[src/rtl/mux_scan_sel.sv]
// Registered N-channel data mux with manual select and round-robin scan modes.
// Optional even-parity output on dout is enabled by defining MUX_PARITY_EN.
module mux_scan_sel #(
    parameter int CH_NUM = 4,
    parameter int DW     = 8,
    parameter int SEL_W  = 2,
    parameter int DWELL  = 16
) (
    input  logic                 clk,
    input  logic                 rst,
    input  logic [CH_NUM*DW-1:0] din,
    input  logic [SEL_W-1:0]     sel,
    input  logic                 mode,
    input  logic                 hold,
    output logic [DW-1:0]        dout,
    output logic [SEL_W-1:0]     ch,
    output logic                 dout_vld
`ifdef MUX_PARITY_EN
    ,
    output logic                 par
`endif
);

    localparam int CNT_W = $clog2(DWELL) + 1;
    localparam logic [SEL_W-1:0] LAST_CH  = SEL_W'(CH_NUM - 1);
    localparam logic [CNT_W-1:0] LAST_CNT = CNT_W'(DWELL - 1);

    typedef enum logic [1:0] {IDLE, MANUAL, SCAN} state_t;

    state_t             state, state_n;
    logic [CNT_W-1:0]   cnt, cnt_n;
    logic [SEL_W-1:0]   ch_n, sel_c;
    logic [DW-1:0]      dout_n;

    function automatic logic [DW-1:0] pick(input logic [CH_NUM*DW-1:0] bus,
                                           input logic [SEL_W-1:0] idx);
        pick = '0;
        for (int k = 0; k < CH_NUM; k++) begin
            if (int'(idx) == k) pick = bus[k*DW +: DW];
        end
    endfunction

    // Out-of-range selects saturate to the highest channel.
    always_comb begin
        sel_c = (int'(sel) >= CH_NUM) ? LAST_CH : sel;
    end

    always_comb begin
        state_n = state;
        ch_n    = ch;
        cnt_n   = cnt;
        if (!hold) begin
            case (state)
                IDLE: begin
                    cnt_n = '0;
                    if (mode) begin
                        state_n = SCAN;
                    end else begin
                        state_n = MANUAL;
                        ch_n    = sel_c;
                    end
                end
                MANUAL: begin
                    cnt_n = '0;
                    if (mode) state_n = SCAN;
                    else      ch_n    = sel_c;
                end
                SCAN: begin
                    if (!mode) begin
                        state_n = MANUAL;
                        cnt_n   = '0;
                        ch_n    = sel_c;
                    end else if (cnt == LAST_CNT) begin
                        cnt_n = '0;
                        ch_n  = (ch == LAST_CH) ? '0 : ch + SEL_W'(1);
                    end else begin
                        cnt_n = cnt + CNT_W'(1);
                    end
                end
                default: state_n = IDLE;
            endcase
        end
        // Data follows the channel being registered so dout and ch never disagree.
        dout_n = hold ? dout : pick(din, ch_n);
    end

    always_ff @(posedge clk) begin
        if (rst) begin
            state <= IDLE;
            ch    <= '0;
            cnt   <= '0;
            dout  <= '0;
        end else begin
            state <= state_n;
            ch    <= ch_n;
            cnt   <= cnt_n;
            dout  <= dout_n;
        end
    end

`ifdef MUX_PARITY_EN
    always_ff @(posedge clk) begin
        if (rst) par <= 1'b0;
        else     par <= ^dout_n;
    end
`endif

    assign dout_vld = (state != IDLE);

endmodule

[config.mk]
export PLATFORM = sky130hd
export DESIGN_NAME = mux_scan_sel
export DESIGN_NICKNAME = d
export VERILOG_FILES = /design/src/rtl/mux_scan_sel.sv
export SDC_FILE = /design/constraint.sdc
export NUM_CORES = 1
export LEC_CHECK = 0
export CAP_MARGIN = 10
export CORE_UTILIZATION = 45
export DETAILED_ROUTE_END_ITERATION = 12
export PLACE_DENSITY = 0.84
export SLEW_MARGIN = 40
export SYNTH_ARGS = -nofsm -noshare
export SYNTH_HDL_FRONTEND = slang
export SYNTH_SLANG_ARGS = --single-unit
[constraint.sdc]
create_clock -name clk -period 5.4 [get_ports clk]
set_clock_uncertainty 0.1 [all_clocks]
set_input_delay 0.54 -clock clk [delete_from_list [all_inputs] [get_ports clk]]
set_output_delay 0.54 -clock clk [all_outputs]
set_load 0.02 [all_outputs]
==> results of run 1 <==
-- cells in the final DEF (no fill, tap or decap), drive strengths merged, types with 3 or more instances in the layout --
cell type and n:
nor2b 5, clkdlybuf4s50 48, o21ai 3, nor2 12, a211o 7, o211ai 8, a22oi 3, dfxtp 17
nand4 8, mux2i 11, nand3 3, a21oi 3, o31ai 7, nand2 13, clkbuf 4
-- worst max-delay path, cell delays in order --
cell	delay (ps)
clkdlybuf4s50_1	590
nor2b_1	210
o311ai_0	160
o21ai_1	690
nand2_1	370
o211ai_1	270
-- state kept, by name (all words and copies together) (netlist names) --
register  count
dout          8
ch            2
state         2
cnt           5
-- power groups by stage --
stage                     registers (mW)  clock network (mW)  logic (mW)
after floorplan                    0.149                   0      0.0444
after global placement             0.142                   0      0.0984
after detailed placement           0.142                   0       0.100
after CTS                          0.139              0.0720       0.101
after global routing               0.140              0.0776       0.107
final                              0.139              0.0731       0.101
-- per-layer routing --
metal,vias up,GRT usage [%]
li1,588,-
met1,572,29.3
met2,45,41.4
met3,7,4.35
met4,0,7.46
met5,-,0
-- layout make-up --
cell class / instances / share of cell area [%]
flip-flops and latches: 17 / 20.6
repair buffers: 48 / 29.1
clock buffers: 4 / 1.59
multi-input cells: 104 / 46.3
inverters: 1 / 0.227
well taps: 28 / 2.12
-- how the worst max path moves through the flow --
stage	to	from	cells after the start	slack, ps
6_report	dout[2]	hold	6	2700
5_1_grt	dout[5]	hold	6	2480
4_1_cts	dout[7]	hold	6	2760
3_5_place_dp	dout[2]	hold	6	2450
3_3_place_gp	dout[3]	hold	6	2600
2_1_floorplan	dout[6]	hold	6	3390
-- cell families after synthesis --
family	synth area share [%]
compound gates	26.8
mux	11.6
flops	29.6
buf+inv	4.02
fa+ha+maj	2.17
simple gates	25.8
-- stage by stage --
step | power (mW) | hold slack, ps | std cells
finish | 0.313 | 394 | 202
global route | 0.325 | 416 | 202
CTS | 0.312 | 398 | 202
detailed placement | 0.242 | 377 | 198
global placement | 0.240 | 353 | 198
floorplan | 0.194 | 363 | 130
==> run metrics, run 1 <==
status finished clean; gr ovfl total 0; CP required 5520 ps; Util after Layout 71.2%; RSZ-0062 raised after global routing false; chip height 52.6 µm; Placement Setup Slack 2450 ps; EDFF count, synth 0; clk buf depth 2; VDD IR max 133 µV; area of the mapped netlist 1150 µm²; IO Port Bufs 48; Synth area leader dfxtp_1; CTS tree built; Placer Congestion 0.922; Final nets 215; final period utilization 50.0%; Leak 0.605 nW; logic gate share of total power 32.1%; register-to-register setup slack 2870 ps; Via density 6.00; post-CTS setup buffer count 0; Pre-antenna DRT Iters 6; Final Max Tran Viols 0; clock buffer count from CTS 3; relative slew slack 44.3%; area delta synth->final 43.4%; warnings from Yosys 0; vias in the first global route 1182; Core Area 2320 µm²; Via Count 1212; Mean Syn Cell Area 8.85 µm²; worst r2r dst dout[2]; Clock Latency Late Sink 300 ps; Sw Pwr 0.0949 mW; critical hold path startpoint dout[4]; fraction of registers with async set/reset 0%; sequential cell area fraction in the yosys report 29.6%; top-area cell type share of the netlist area 29.6%; die area 2760 µm²; Sw Ratio 30.3%; Worst Hold Depth 2; Most used DFF post-synth dfxtp_1; CTS root buffer clkbuf_4; sequential share of power 44.5%; clock sink total 17; DR iter-0 viols 26; largest net degree at the start of global routing 13; Reg area 340 µm²; worst hold-check path type reg2reg; Distinct cells, synth 41; DR WL/cell 15.6 µm; CTS hold repair buffers 0; H-tree Lvls 1; most common cell in the netlist dfxtp_1; Routed Antenna Nets 0; I/O pin total 49; Yosys reg bits 17; first-pass GRT wire length 4860 µm; actual slew at the worst max-slew pin 830 ps; Max-Cap Viols 0; overall routing resource usage 23.8%; Power Dens Cells 190 nW/µm²; Setup TNS Final 0 ps; cells after synthesis 130; clock share of power 23.4%; synth top area cells dfxtp_1 (30%), mux2i_1 (8.7%), a211o_1 (5.3%), o211ai_1 (4.6%), o31ai_1 (4.6%); Fill cells 200; DR WL met3 144 µm; CP Launch Type primary input; WS Path Type in2reg; die width 52.6 µm; Int Pwr 0.218 mW; syn nets 170; min Tclk post-route 2700 ps; Initial Util 49.6%; final worst slack 2700 ps; post-CTS resize count 0; DRC viols 0; DR WL met2 1540 µm; initial antenna violation count 0; design area 1650 µm²; Reg2Reg Launch Point cnt[0]; Metal-1 WL 1440 µm; clk slew on worst S/H paths 100 ps; CP arrival 2820 ps; Synth top cells by count dfxtp_1 (17), nand2_1 (13), nor2_1 (12), mux2i_1 (10); r2r worst-path depth 6; footprint of the multi-input gates 764 µm²; Fmax 370 MHz; Rows 17; HPWL Detailed 2410 µm; Hold EP dout[4]; Setup crit end kind flop; CP Max Fanout 11; Setup violations, final 0; Area after DPL 1620 µm²; Routed WL 3150 µm; ant diodes 0; DR top layer met4; share of layout cells above drive strength 1 8.62%; Final Hold Fails 0
(Power assumes the default switching activity.)
==> run 2, diff against run 1 <==
Settings changed: CORE_UTILIZATION 45 to 42, PLACE_DENSITY 0.84 to 0.79.
Clock period 5.4 ns to 2.74 ns, I/O delays scaled along.
==> run metrics, run 2 (same netlist as run 1, synthesis figures left out) <==
sequential share of power 45.0% (+0.5 points); Via Count 1197 (-1.2%); DR WL/cell 15.6 µm (+0.21%); WS Path Type in2reg; critical hold path startpoint dout[7]; CP Cell Sequence clkdlybuf4s50_1 -> nor2b_1 -> o311ai_0 -> o21ai_1 -> nand2_1 -> o211ai_1; ant diodes 0 (unchanged); commonest non-fill, non-tap cell in the layout clkdlybuf4s50_1; CTS hold repair buffers 0 (unchanged); r2r worst-path depth 6 (unchanged); Final Hold Fails 0 (unchanged); CP Max Fanout 11 (unchanged); clk buf depth 2 (unchanged); logic gate share of total power 32.6% (+0.5 points); Sw Ratio 29.6% (-0.72 points); DRC viols 0 (unchanged); gr ovfl total 0 (unchanged); chip height 54.4 µm (+3.4%); worst r2r dst dout[1]; area delta synth->final 43.6%; post-CTS setup buffer count 0 (unchanged); Reg2Reg Launch Point cnt[0]; CP Launch Type primary input; Final Max Tran Viols 0 (unchanged); Leak 0.605 nW (unchanged); relative slew slack 47.2% (+2.9 points); clk slew on worst S/H paths 100 ps (about the same); Util after Layout 65.5% (-5.7 points); VDD IR max 273 µV (+110%); I/O pin total 49 (unchanged); register-to-register setup slack 260 ps (-2610 ps); worst hold-check path type reg2reg; Largest register FFs 8 (unchanged); DR iter-0 viols 25 (-3.8%); largest reg by FF count dout; share of layout cells above drive strength 1 8.62% (unchanged); CP max-delay cell o21ai_1; CTS tree built; CP arrival 2600 ps (-220 ps); die width 54.4 µm (+3.4%); H-tree Lvls 1 (unchanged); clock sink total 17 (unchanged); HPWL Detailed 2520 µm (+4.3%); Placer Congestion 0.954 (+3.5%); Pre-antenna DRT Iters 4 (-2); Via density 5.87 (-2.2%); Sw Pwr 0.181 mW (+90%); Setup crit end kind flop; Max-Cap Viols 0 (unchanged); final worst slack 259 ps (-2440 ps); final period utilization 90.6%; Setup TNS Final 0 ps (unchanged); RSZ-0062 raised after global routing false; CP delay by family, top compound AO/OA/AOI/OAI gates; Worst Hold Depth 2 (unchanged); die area 2950 µm² (+6.9%); first-pass GRT wire length 4620 µm (-4.8%); Fmax 403 MHz; clock buffer count from CTS 3 (unchanged); largest net degree at the start of global routing 13 (unchanged); Final nets 215 (unchanged); CP peak stage delay 660 ps (-30 ps); clock share of power 22.4% (-1.0 points); Clock Latency Late Sink 290 ps (about the same); IO Port Bufs 48 (unchanged); CP required 2860 ps (-2660 ps); Int Pwr 0.430 mW (+97%); Routed Antenna Nets 0 (unchanged); post-CTS resize count 0 (unchanged); Placement Setup Slack 12.4 ps (-2430 ps); commonest cells after routing, fill and taps aside clkdlybuf4s50_1 (48), dfxtp_1 (17), nand2_1 (13); vias in the first global route 1054 (-11%); min Tclk post-route 2480 ps; Initial Util 45.6% (-4.0 points); actual slew at the worst max-slew pin 787 ps (-42.6 ps); Rows 18 (+1); CTS root buffer clkbuf_4; Core Area 2520 µm² (+8.8%); initial antenna violation count 0 (unchanged); Routed WL 3190 µm (+1.2%); overall routing resource usage 21.9% (-2.0 points); Top Registers dout: 8 flops, cnt: 5 flops; Setup violations, final 0 (unchanged); Hold EP dout[7]; CP bufs+invs 1 (unchanged); status finished clean; Power Dens Cells 369 nW/µm² (+95%)
[run 2: cell counts in the layout (fill, tap and decap cells not counted)]
No cell type changed its count.
[run 2: per-stage QoR]
stage,total power [mW],area [µm²],instances,hold slack (ps)
finish,0.611,1650,204,392
global route,0.640,1650,204,413
CTS,0.613,1650,204,395
detailed placement,0.479,1630,200,373
global placement,0.474,1630,200,357
floorplan,0.382,1150,130,363
[run 2: power by group through the flow]
stage,logic (mW),clock network (mW),registers (mW)
6_report,0.199,0.137,0.275
5_1_grt,0.213,0.151,0.277
4_1_cts,0.199,0.140,0.275
3_5_place_dp,0.198,0,0.280
3_3_place_gp,0.194,0,0.279
2_1_floorplan,0.0875,0,0.294
[run 2: final cells by class]
class	instances	area, µm²
clock buffers	4	26.3
well taps	30	37.5
flip-flops and latches	17	340
repair buffers	48	480
fillers	220	870
multi-input cells	104	764
inverters	1	3.75
[run 2: worst max path at each step]
stage / start / end / cells after the start / slack [ps]
3_5_place_dp: hold / dout[1] / 6 / 10
5_1_grt: cnt[0] / dout[0] / 6 / 110
2_1_floorplan: cnt[0] / dout[6] / 8 / 840
6_report: hold / dout[1] / 6 / 260
4_1_cts: cnt[0] / dout[1] / 6 / 310
3_3_place_gp: hold / dout[2] / 6 / 160
[run 2: layer usage]
layer  share of wire, %  routed length [µm]  global-route usage, %  vias up
li1                   -                   -                      -      583
met1                 45                1420                   27.8      582
met2                 52                1650                   37.8       28
met3                2.1                  67                   1.39        4
met4                1.6                  50                   8.97        0
met5                  0                   0                      0        -
[run 2: worst register-to-register path, cell delays in order (launching register included)]
cell and delay, ps:
dfxtp_1 390, ha_1 210, and3_1 310, a31oi_1 130, o21ai_1 630, nand2_1 380, o211ai_1 270
